`config.mk`:
```
export PLATFORM = sky130hd
export DESIGN_NAME = lcd_bus_responder_flat
export DESIGN_NICKNAME = d
export VERILOG_FILES = /design/src/rtl/lcd_bus_responder_if.sv /design/src/rtl/lcd_bus_responder.sv /design/src/flat_wrapper.sv
export SDC_FILE = /design/constraint.sdc
export NUM_CORES = 1
export LEC_CHECK = 0
export ABC_CLOCK_PERIOD_IN_PS = 3710
export CELL_PAD_IN_SITES_DETAIL_PLACEMENT = 2
export CELL_PAD_IN_SITES_GLOBAL_PLACEMENT = 2
export CORE_AREA = 2 2 245 150
export DETAILED_ROUTE_END_ITERATION = 12
export DIE_AREA = 0 0 247 152
export GPL_TIMING_DRIVEN = 0
export PLACE_DENSITY = 0.79
export SYNTH_ARGS = -nofsm -noshare
export SYNTH_HDL_FRONTEND = slang
export SYNTH_SLANG_ARGS = --single-unit
export TNS_END_PERCENT = 1
```
`constraint.sdc`:
```
create_clock -name iCLK -period 3.71 [get_ports iCLK]
set_clock_uncertainty 0.05 [all_clocks]
set_input_delay 0.5565 -clock iCLK [delete_from_list [all_inputs] [get_ports iCLK]]
set_output_delay 0.5565 -clock iCLK [all_outputs]
set_load 0.05 [all_outputs]
```
`src/rtl/lcd_bus_responder_if.sv`:
```
// HD44780-style LCD bus: host-driven strobe/control/data plus the responder's read-back lines.
interface lcd_bus_responder_if;
  logic [7:0] LCD_DATA;
  logic       LCD_RW;
  logic       LCD_EN;
  logic       LCD_RS;
  logic [7:0] oLCD_DQ;
  logic       oLCD_DQ_OE;

  modport master (
    output LCD_DATA, LCD_RW, LCD_EN, LCD_RS,
    input  oLCD_DQ, oLCD_DQ_OE
  );

  modport slave (
    input  LCD_DATA, LCD_RW, LCD_EN, LCD_RS,
    output oLCD_DQ, oLCD_DQ_OE
  );
endinterface

```
`src/rtl/lcd_bus_responder.sv`:
```
// LCD-side responder for an HD44780-style bus: decodes writes on EN fall, keeps a 2x16
// DDRAM image, address counter and busy flag, and answers status/data read cycles.
module lcd_bus_responder #(
  parameter int BUSY_SHORT = 2000,
  parameter int BUSY_LONG  = 82000
) (
  input  logic                iCLK,
  input  logic                iRST,
  lcd_bus_responder_if.slave  bus,
  output logic                oBUSY,
  output logic [6:0]          oAC,
  output logic                oDISP_ON,
  output logic                oCMD_VALID,
  output logic                oDATA_VALID,
  output logic                oOVERRUN,
  input  logic [4:0]          iRD_ADDR,
  output logic [7:0]          oRD_CHAR
);

  localparam int              CW        = $clog2(BUSY_LONG + 1);
  localparam logic [CW-1:0]   SHORT_CNT = CW'(BUSY_SHORT);
  localparam logic [CW-1:0]   LONG_CNT  = CW'(BUSY_LONG);
  localparam logic [CW-1:0]   TAIL_CNT  = CW'(BUSY_LONG - 32);
  localparam logic [7:0]      BLANK     = 8'h20;

  typedef enum logic [1:0] {CLEAR, IDLE, BUSY} state_t;

  state_t        state, state_next;
  logic [4:0]    clr_idx;
  logic [CW-1:0] busy_cnt;
  logic          clr_cmd;

  logic [7:0] data_s1, data_s2;
  logic       rs_s1, rs_s2, rw_s1, rw_s2;
  logic       en_s1, en_s2, en_s3, armed;

  logic [6:0] ac;
  logic       inc_mode, cg_mode, disp_on;
  logic       cmd_valid, data_valid, overrun;
  logic [7:0] dq, rd_char;
  logic       dq_oe;
  logic [7:0] ddram [32];

  logic       fall, wr_fire, rd_fire, drop, is_clear, is_home;
  logic       ac_mapped, read_cycle;
  logic [4:0] ddram_idx;
  logic [7:0] rd_value;

  // EN syncs reset high and 'armed' waits for EN low, so a strobe cut by reset never fires.
  always_ff @(posedge iCLK or posedge iRST) begin
    if (iRST) begin
      data_s1 <= '0;
      data_s2 <= '0;
      rs_s1   <= 1'b0;
      rs_s2   <= 1'b0;
      rw_s1   <= 1'b0;
      rw_s2   <= 1'b0;
      en_s1   <= 1'b1;
      en_s2   <= 1'b1;
      en_s3   <= 1'b1;
      armed   <= 1'b0;
    end else begin
      data_s1 <= bus.LCD_DATA;
      data_s2 <= data_s1;
      rs_s1   <= bus.LCD_RS;
      rs_s2   <= rs_s1;
      rw_s1   <= bus.LCD_RW;
      rw_s2   <= rw_s1;
      en_s1   <= bus.LCD_EN;
      en_s2   <= en_s1;
      en_s3   <= en_s2;
      armed   <= armed | ~en_s2;
    end
  end

  assign fall       = en_s3 & ~en_s2 & armed;
  assign wr_fire    = fall & ~rw_s2 & (state == IDLE);
  assign rd_fire    = fall & rw_s2 & rs_s2 & (state == IDLE);
  assign drop       = fall & (state != IDLE) & (~rw_s2 | rs_s2);
  assign is_clear   = ~rs_s2 & (data_s2 == 8'h01);
  assign is_home    = ~rs_s2 & (data_s2[7:1] == 7'h01);
  assign read_cycle = armed & en_s2 & rw_s2;
  assign ac_mapped  = ~cg_mode & (ac[5:4] == 2'b00);
  assign ddram_idx  = {ac[6], ac[3:0]};
  assign rd_value   = ac_mapped ? ddram[ddram_idx] : BLANK;

  function automatic logic [6:0] ac_step(input logic [6:0] a, input logic inc);
    if (inc) begin
      if (a == 7'h27)      return 7'h40;
      else if (a == 7'h67) return 7'h00;
      else                 return a + 7'd1;
    end else begin
      if (a == 7'h40)      return 7'h27;
      else if (a == 7'h00) return 7'h67;
      else                 return a - 7'd1;
    end
  endfunction

  always_ff @(posedge iCLK or posedge iRST) begin
    if (iRST) state <= CLEAR;
    else      state <= state_next;
  end

  always_comb begin
    state_next = state;
    case (state)
      CLEAR:   if (clr_idx == 5'd31) state_next = clr_cmd ? BUSY : IDLE;
      IDLE:    if (wr_fire) state_next = is_clear ? CLEAR : BUSY;
      BUSY:    if (busy_cnt <= CW'(1)) state_next = IDLE;
      default: state_next = CLEAR;
    endcase
  end

  always_comb begin
    oBUSY = 1'b1;
    if (state == IDLE) oBUSY = 1'b0;
  end

  // The clear sweep takes 32 cycles, so a clear command only loads the remainder of its long delay.
  always_ff @(posedge iCLK or posedge iRST) begin
    if (iRST) begin
      clr_idx  <= '0;
      busy_cnt <= '0;
      clr_cmd  <= 1'b0;
    end else begin
      case (state)
        CLEAR: begin
          clr_idx <= clr_idx + 5'd1;
          if (clr_idx == 5'd31) busy_cnt <= clr_cmd ? TAIL_CNT : '0;
        end
        IDLE: begin
          if (wr_fire) begin
            busy_cnt <= (is_clear | is_home) ? LONG_CNT : SHORT_CNT;
            clr_cmd  <= is_clear;
          end
        end
        BUSY:    busy_cnt <= busy_cnt - CW'(1);
        default: busy_cnt <= '0;
      endcase
    end
  end

  always_ff @(posedge iCLK) begin
    if (state == CLEAR)
      ddram[clr_idx] <= BLANK;
    else if (wr_fire & rs_s2 & ac_mapped)
      ddram[ddram_idx] <= data_s2;
  end

  always_ff @(posedge iCLK or posedge iRST) begin
    if (iRST) begin
      ac         <= '0;
      inc_mode   <= 1'b1;
      cg_mode    <= 1'b0;
      disp_on    <= 1'b0;
      cmd_valid  <= 1'b0;
      data_valid <= 1'b0;
      overrun    <= 1'b0;
      dq         <= '0;
      dq_oe      <= 1'b0;
      rd_char    <= BLANK;
    end else begin
      cmd_valid  <= wr_fire & ~rs_s2;
      data_valid <= wr_fire & rs_s2;
      if (drop) overrun <= 1'b1;
      dq_oe      <= read_cycle;
      dq         <= read_cycle ? (rs_s2 ? rd_value : {oBUSY, ac}) : 8'h00;
      rd_char    <= ddram[iRD_ADDR];
      if (rd_fire) begin
        ac <= ac_step(ac, inc_mode);
      end else if (wr_fire) begin
        if (rs_s2) begin
          ac <= ac_step(ac, inc_mode);
        end else begin
          // Instructions decode by their highest set bit.
          casez (data_s2)
            8'b1???????: begin
              ac      <= data_s2[6:0];
              cg_mode <= 1'b0;
            end
            8'b01??????: cg_mode <= 1'b1;
            8'b001?????: ;
            8'b0001????: if (!data_s2[3]) ac <= data_s2[2] ? ac + 7'd1 : ac - 7'd1;
            8'b00001???: disp_on <= data_s2[2];
            8'b000001??: inc_mode <= data_s2[1];
            8'b0000001?: ac <= '0;
            8'b00000001: begin
              ac       <= '0;
              inc_mode <= 1'b1;
            end
            default: ;
          endcase
        end
      end
    end
  end

  assign oAC            = ac;
  assign oDISP_ON       = disp_on;
  assign oCMD_VALID     = cmd_valid;
  assign oDATA_VALID    = data_valid;
  assign oOVERRUN       = overrun;
  assign oRD_CHAR       = rd_char;
  assign bus.oLCD_DQ    = dq;
  assign bus.oLCD_DQ_OE = dq_oe;

endmodule

```
`src/flat_wrapper.sv`:
```
// flat-port wrapper written by rule: the top's interface ports become plain ports
module lcd_bus_responder_flat 
#(
  parameter int BUSY_SHORT = 2000,
  parameter int BUSY_LONG  = 82000
)
  (iCLK, iRST, oBUSY, oAC, oDISP_ON, oCMD_VALID, oDATA_VALID, oOVERRUN, iRD_ADDR, oRD_CHAR, bus_LCD_DATA, bus_LCD_RW, bus_LCD_EN, bus_LCD_RS, bus_oLCD_DQ, bus_oLCD_DQ_OE);
  lcd_bus_responder_if bus_i ();
  input  logic iCLK;
  input  logic iRST;
  output logic oBUSY;
  output logic [6:0] oAC;
  output logic oDISP_ON;
  output logic oCMD_VALID;
  output logic oDATA_VALID;
  output logic oOVERRUN;
  input  logic [4:0] iRD_ADDR;
  output logic [7:0] oRD_CHAR;
  input wire logic [$bits(bus_i.LCD_DATA)-1:0] bus_LCD_DATA;
  input wire logic [$bits(bus_i.LCD_RW)-1:0] bus_LCD_RW;
  input wire logic [$bits(bus_i.LCD_EN)-1:0] bus_LCD_EN;
  input wire logic [$bits(bus_i.LCD_RS)-1:0] bus_LCD_RS;
  output wire logic [$bits(bus_i.oLCD_DQ)-1:0] bus_oLCD_DQ;
  output wire logic [$bits(bus_i.oLCD_DQ_OE)-1:0] bus_oLCD_DQ_OE;
  assign bus_i.LCD_DATA = bus_LCD_DATA;
  assign bus_i.LCD_RW = bus_LCD_RW;
  assign bus_i.LCD_EN = bus_LCD_EN;
  assign bus_i.LCD_RS = bus_LCD_RS;
  assign bus_oLCD_DQ = bus_i.oLCD_DQ;
  assign bus_oLCD_DQ_OE = bus_i.oLCD_DQ_OE;
  lcd_bus_responder #(.BUSY_SHORT(BUSY_SHORT), .BUSY_LONG(BUSY_LONG)) u_core (.iCLK(iCLK), .iRST(iRST), .bus(bus_i), .oBUSY(oBUSY), .oAC(oAC), .oDISP_ON(oDISP_ON), .oCMD_VALID(oCMD_VALID), .oDATA_VALID(oDATA_VALID), .oOVERRUN(oOVERRUN), .iRD_ADDR(iRD_ADDR), .oRD_CHAR(oRD_CHAR));
endmodule
```
== After elaboration in Yosys (flattened, before gate mapping) ==
Memories as Yosys holds them, arrays and structs flattened. A register that Yosys moved wholly into a read port is not among the register bits.
Cells that the tools add are included.

* Output and inout bits: 29
* Memory bits (writable): 256
* Memories: 1
* Input bits: 18
* Register bits: 71

{| class="wikitable"
|+ Memory list
! name !! depth !! bits a word !! rd ports !! clocked after memory_dff !! write ports !! line !! RTL
|-
| u_core.ddram || 32 || 8 || 2 || 1 || 1 || lcd_bus_responder.sv:42 || <nowiki>logic [7:0] ddram [32];</nowiki>
|}

* $add $sub $neg: 4
* Order comparisons: 1
* Bitwise operators: 25
* Mux-type cells: 36
* Reductions and logical operators: 16
* Eq/ne operators: 17

{| class="wikitable"
|+ Operators with widths
! kind !! number
|-
| two-way mux 7 bit || 10
|-
| two-way mux 17 bit || 4
|-
| case mux 17 bit (3 select lines) || 1
|-
| two-way mux 8 bit || 4
|-
| case mux 7 bit (3 select lines) || 1
|-
| AND 1 bit || 17
|-
| <= comparator 17 x 1 -> 1 bit, second input constant || 1
|-
| subtractor 17 x 1 -> 17 bit, second input constant || 1
|-
| equality test 7 bit, second input constant || 2
|-
| AND reduction 4 bit || 3
|-
| two-way mux 2 bit || 5
|-
| equality test 8 x 1 -> 1 bit, second input constant || 1
|-
| inequality test 2 x 1 -> 1 bit, second input constant || 4
|-
| OR reduction 8 bit || 1
|-
| adder 7 x 1 -> 7 bit, second input constant || 1
|-
| equality test 7 x 1 -> 1 bit, second input constant || 1
|-
| equality test 7 x 6 -> 1 bit, second input constant || 1
|-
| logical NOT 7 bit || 1
|-
| two-way mux 1 bit || 7
|-
| subtractor 7 x 1 -> 7 bit, second input constant || 1
|-
| equality test 6 x 1 -> 1 bit, second input constant || 1
|-
| case mux 2 bit (3 select lines) || 1
|-
| AND reduction 3 bit || 2
|-
| nonzero test 2 bit || 3
|-
| 15 further kinds || 25
|}

== Logic depth before layout (Yosys ltp) ==
* Depth in word-level cells: 12
* Mapped depth: 11

== Worst setup path before layout ==
No wires, ideal clock.

* Path kind: register to register
* Start: register u_core.ac[0], in the netlist u_core.oAC[0]
* End: register u_core.ac[4], in the netlist u_core.oAC[4]
* Setup slack: 0.858 ns
* Stages on the path, launching flop included: 12
* Data arrival time: 2.683 ns
* Library setup time: 0.119 ns
* Period minus slack after synthesis: 2.852 ns
* Buffers on the path: 4
* Path through: dfrtp_1 -> buf_6 -> buf_6 -> buf_4 -> inv_2 -> buf_2 -> ha_1 -> nand2b_1 -> o311a_1 -> o31ai_1 -> a31oi_1 -> o21a_1

* Longest elaborated chain between the ends: 7
* Elaborated cells between the ends (all ways): 17
* Classes of those cells: add/sub: 2; eq/ne: 3; mux: 11; reduce/logical: 1

{| class="wikitable"
|+ RTL lines
! what !! line !! RTL
|-
| from (decl) || lcd_bus_responder.sv:37 || <nowiki>logic [6:0] ac;</nowiki>
|-
| from (signal assigned) || lcd_bus_responder.sv:170 || <nowiki>ac <= ac_step(ac, inc_mode);</nowiki>
|-
| from (signal assigned) || lcd_bus_responder.sv:173 || <nowiki>ac <= ac_step(ac, inc_mode);</nowiki>
|-
| from (signal assigned) || lcd_bus_responder.sv:178 || <nowiki>ac <= data_s2[6:0];</nowiki>
|-
| subtractor 7 x 1 -> 7 bit (tied with other cells) || lcd_bus_responder.sv:95, lcd_bus_responder.sv:183 ||
|-
| two-way mux 7 bit, on equally long branches || lcd_bus_responder.sv:183, lcd_bus_responder.sv:90, lcd_bus_responder.sv:94 ||
|-
| two-way mux 7 bit, on equally long branches || lcd_bus_responder.sv:183, lcd_bus_responder.sv:89, lcd_bus_responder.sv:93 ||
|-
| case mux 7 bit (3 select lines) / two-way mux 7 bit (equally long branches) || lcd_bus_responder.sv:176, lcd_bus_responder.sv:88 ||
|-
| two-way mux 7 bit || lcd_bus_responder.sv:172 || <nowiki>if (rs_s2) begin</nowiki>
|-
| two-way mux 7 bit || lcd_bus_responder.sv:171 || <nowiki>end else if (wr_fire) begin</nowiki>
|-
| two-way mux 7 bit * || lcd_bus_responder.sv:169 || <nowiki>if (rd_fire) begin</nowiki>
|}

Mark *: on every way between the ends. The rest lies on a longest branch, timed or not. The select of a mux whose other input is x is not followed.
A chain may end at the register's enable or synchronous reset.

== Final worst setup path ==
* Start: register u_core.ac[2], in the netlist u_core.oAC[2]
* End: memory u_core.ddram[5][7], enable pin

* Longest elaborated chain between the ends: 1

{| class="wikitable"
|+ RTL lines
! what !! line
|-
| two-way mux 5 bit (no source line) || -
|-
| to (decl) || lcd_bus_responder.sv:42
|}

Every way passes these cells.

==> impl_metrics.env <==
export IMPL_status="finished with violations"
export IMPL_failed_checks="negative setup slack"
export IMPL_yosys_warnings=0
export IMPL_power_density_mw_per_mm2=673.5
export IMPL_fillers=3228
export IMPL_r2r_start="u_core.oAC[2]"
export IMPL_hp_class="in -> async"
export IMPL_async_flop_share=0.2358
export IMPL_synth_seq_area_share=0.6021
export IMPL_ys_types=78
export IMPL_ioPinCount=47
export IMPL_drt_iter0_drc=1340
export IMPL_die_h_um=152
export IMPL_final_area_sq_mm=0.01835
export IMPL_synth_edff_count=256
export IMPL_ir_drop_mv=0.4074
export IMPL_yosysMostFrequentCell="edfxtp_1"
export IMPL_cp_required_ns=3.81
export IMPL_cp_start_kind="flop"
export IMPL_wl_mm=58.12
export IMPL_grt_max_degree=61
export IMPL_io_buffers=43
export IMPL_synth_seq_cells=335
export IMPL_core_area_sq_mm=0.03561
export IMPL_grt_antenna_before_repair=1
export IMPL_crit_start="u_core.oAC[2]"
export IMPL_cts_buffers=35
export IMPL_cts_sinks=335
export IMPL_setup_viol=24
export IMPL_initial_core_util=0.4511
export IMPL_finalCritPeriodShare=1.024
export IMPL_clk_path_buf_depth=3
export IMPL_nNetsFinal=1124
export IMPL_drt_vias_per_instance=6.879
export IMPL_die_area_sq_mm=0.03754
export IMPL_setup_slack_ns=-0.08724
export IMPL_multi_input_area_sq_mm=0.006008
export IMPL_fp_dieW_um=247
export IMPL_yosysTopAreaCell="edfxtp_1"
export IMPL_post_cts_buffers=0
export IMPL_placed_cell_area_sq_mm=0.01712
export IMPL_synth_top_area_frac=0.4787
export IMPL_postRouteAntennaNets=0
export IMPL_leakagePower_nw=6.519
export IMPL_grt_pass1_wl_mm=85.37
export IMPL_hold_viol_final=0
export IMPL_gr_total_overflow=0
export IMPL_final_util=0.5152
export IMPL_clkTransAtPathRegs_ns=0.06
export IMPL_seq_area_sq_mm=0.009671
export IMPL_hpwl_mm=40.56
export IMPL_max_freq_mhz=263.3
export IMPL_htreeDepth=2
export IMPL_cts_root_buf="clkbuf_16"
export IMPL_drv_cap=0
export IMPL_crit_arrival_ns=3.90
export IMPL_drtPass1Iterations=5
export IMPL_synthCells=1019
export IMPL_synth_avg_cell_area_sq_um=15.76
export IMPL_grtUsageTotal=0.3186
export IMPL_synth_ff_type="edfxtp_1"
export IMPL_clock_latency_ns=0.56
export IMPL_cts_tree="yes"
export IMPL_end_kind="flop"
export IMPL_period_minus_slack_ns=3.797
export IMPL_drc=0
export IMPL_cts_hold_fix_buffers=0
export IMPL_syn_nets=1043
export IMPL_area_delta_synth_final_pct=14.23
export IMPL_slew_violations=0
export IMPL_drive_gt1_frac=0.2123
export IMPL_synth_common_cells="edfxtp_1 (256), mux4_2 (121), nor2_1 (75)"
export IMPL_slew_headroom=0.1331
export IMPL_num_vias=11020
export IMPL_n_antenna_cell=0
export IMPL_gp_congestion=0.8625
export IMPL_critical_path_class="reg -> reg"
export IMPL_post_place_ws_ns=0.02322
export IMPL_rows=54
export IMPL_rsz0062_at_grt="true"
export IMPL_path_max_fanout=10
export IMPL_synth_area_sq_mm=0.01606
export IMPL_wire_per_inst_um=36.28
export IMPL_grt_pass1_vias=11640
export IMPL_synthTopCellsByArea="edfxtp_1 (48%), mux4_2 (17%), dfrtp_1 (12%)"
export IMPL_worst_slew_pin_slew_ns=1.300
[cell families after synthesis]
family | Yosys count | synth area share
adder cells (fa/ha/maj) | 6 | 0.004674
AO/OA/AOI/OAI | 169 | 0.07261
flip-flops | 335 | 0.6021
XOR/XNOR | 8 | 0.004363
AND/OR/NAND/NOR | 239 | 0.07642
multiplexers | 178 | 0.2146
buffers and inverters | 84 | 0.02516
[layer usage]
metal | part of all wire | GRT usage | vias to the layer above | wire length, um
met5 | 0 | 0 | - | 0
li1 | - | - | 4323 | -
met4 | 0.019 | 0.07057 | 0 | 1111
met3 | 0.10 | 0.07914 | 89 | 5860
met2 | 0.45 | 0.4745 | 577 | 26200
met1 | 0.43 | 0.4756 | 6031 | 24950
[placed cells by master, fill, tap and decap left out, types with 16 or more instances in the layout]
| cell type | count |
|---|---|
| nor2_1 | 70 |
| dfrtp_1 | 74 |
| buf_2 | 16 |
| and2_1 | 17 |
| edfxtp_1 | 256 |
| nand2_1 | 51 |
| clkbuf_16 | 36 |
| clkdlybuf4s50_1 | 43 |
| o21ai_0 | 35 |
| mux4_2 | 121 |
| clkbuf_1 | 36 |
| mux2i_1 | 44 |
| a21oi_1 | 30 |
[through the flow]
stage          std cells  hold slack (ns)  power, mW  TNS, ns
2_1_floorplan       1019           0.2812      7.007        0
3_3_place_gp        1538           0.2827      8.312   -34.64
3_5_place_dp        1539           0.2862      8.467        0
4_1_cts             1602           0.2885      12.29        0
5_1_grt             1602           0.3074      12.74   -1.617
6_report            1602           0.2901      12.36   -1.687
[where the power goes]
group	total, mW	switching [mW]	internal (mW)
logic	3.97	2.65	1.32
clock network	3.81	1.56	2.25
registers	4.58	0.261	4.32
[cell type report]
type / count / share of cell area
buffer: 68 / 0.01889
clock buffer: 46 / 0.05224
clock inverter: 17 / 0.01337
inverter: 16 / 0.003410
multi-input combinational: 600 / 0.3275
sequential: 335 / 0.5271
tap: 476 / 0.03246
timing repair buffer: 44 / 0.02496
[state kept, by name (all words and copies together), names as in the netlist, 2 cells and up]
register,flops
u_core.data_s1,8
u_core.bus.oLCD_DQ,8
u_core.state,2
u_core.oAC,7
u_core.data_s2,8
u_core.busy_cnt,17
u_core.oRD_CHAR,8
u_core.ddram,256
u_core.clr_idx,5
[critical path, stage by stage, from the launching register on]
cell,delay (ns)
dfrtp_1,0.55
buf_2,0.44
buf_2,0.44
nor2b_1,0.64
a31oi_1,0.37
nor2_1,0.90
[worst paths after layout]
check | end | cells past startpoint | slack (ns)
max in group asynchronous | u_core.inc_mode | 3 | 2.64
setup reg to reg | u_core.ddram[5][7] | 5 | -0.09
hold / removal | u_core.busy_cnt[14] | 2 | 0.29
hold reg to reg | u_core.data_s2[1] | 0 | 0.30
setup / recovery | u_core.ddram[5][7] | 5 | -0.09
min in group iCLK | u_core.data_s2[1] | 0 | 0.30
[what timing repair did]
action | in CTS | in global routing
pin swaps | 0 | 0
gates resized for setup | 1 | 7
setup endpoints to repair | 8 | 66
Power figures use the tool's default switching activity.
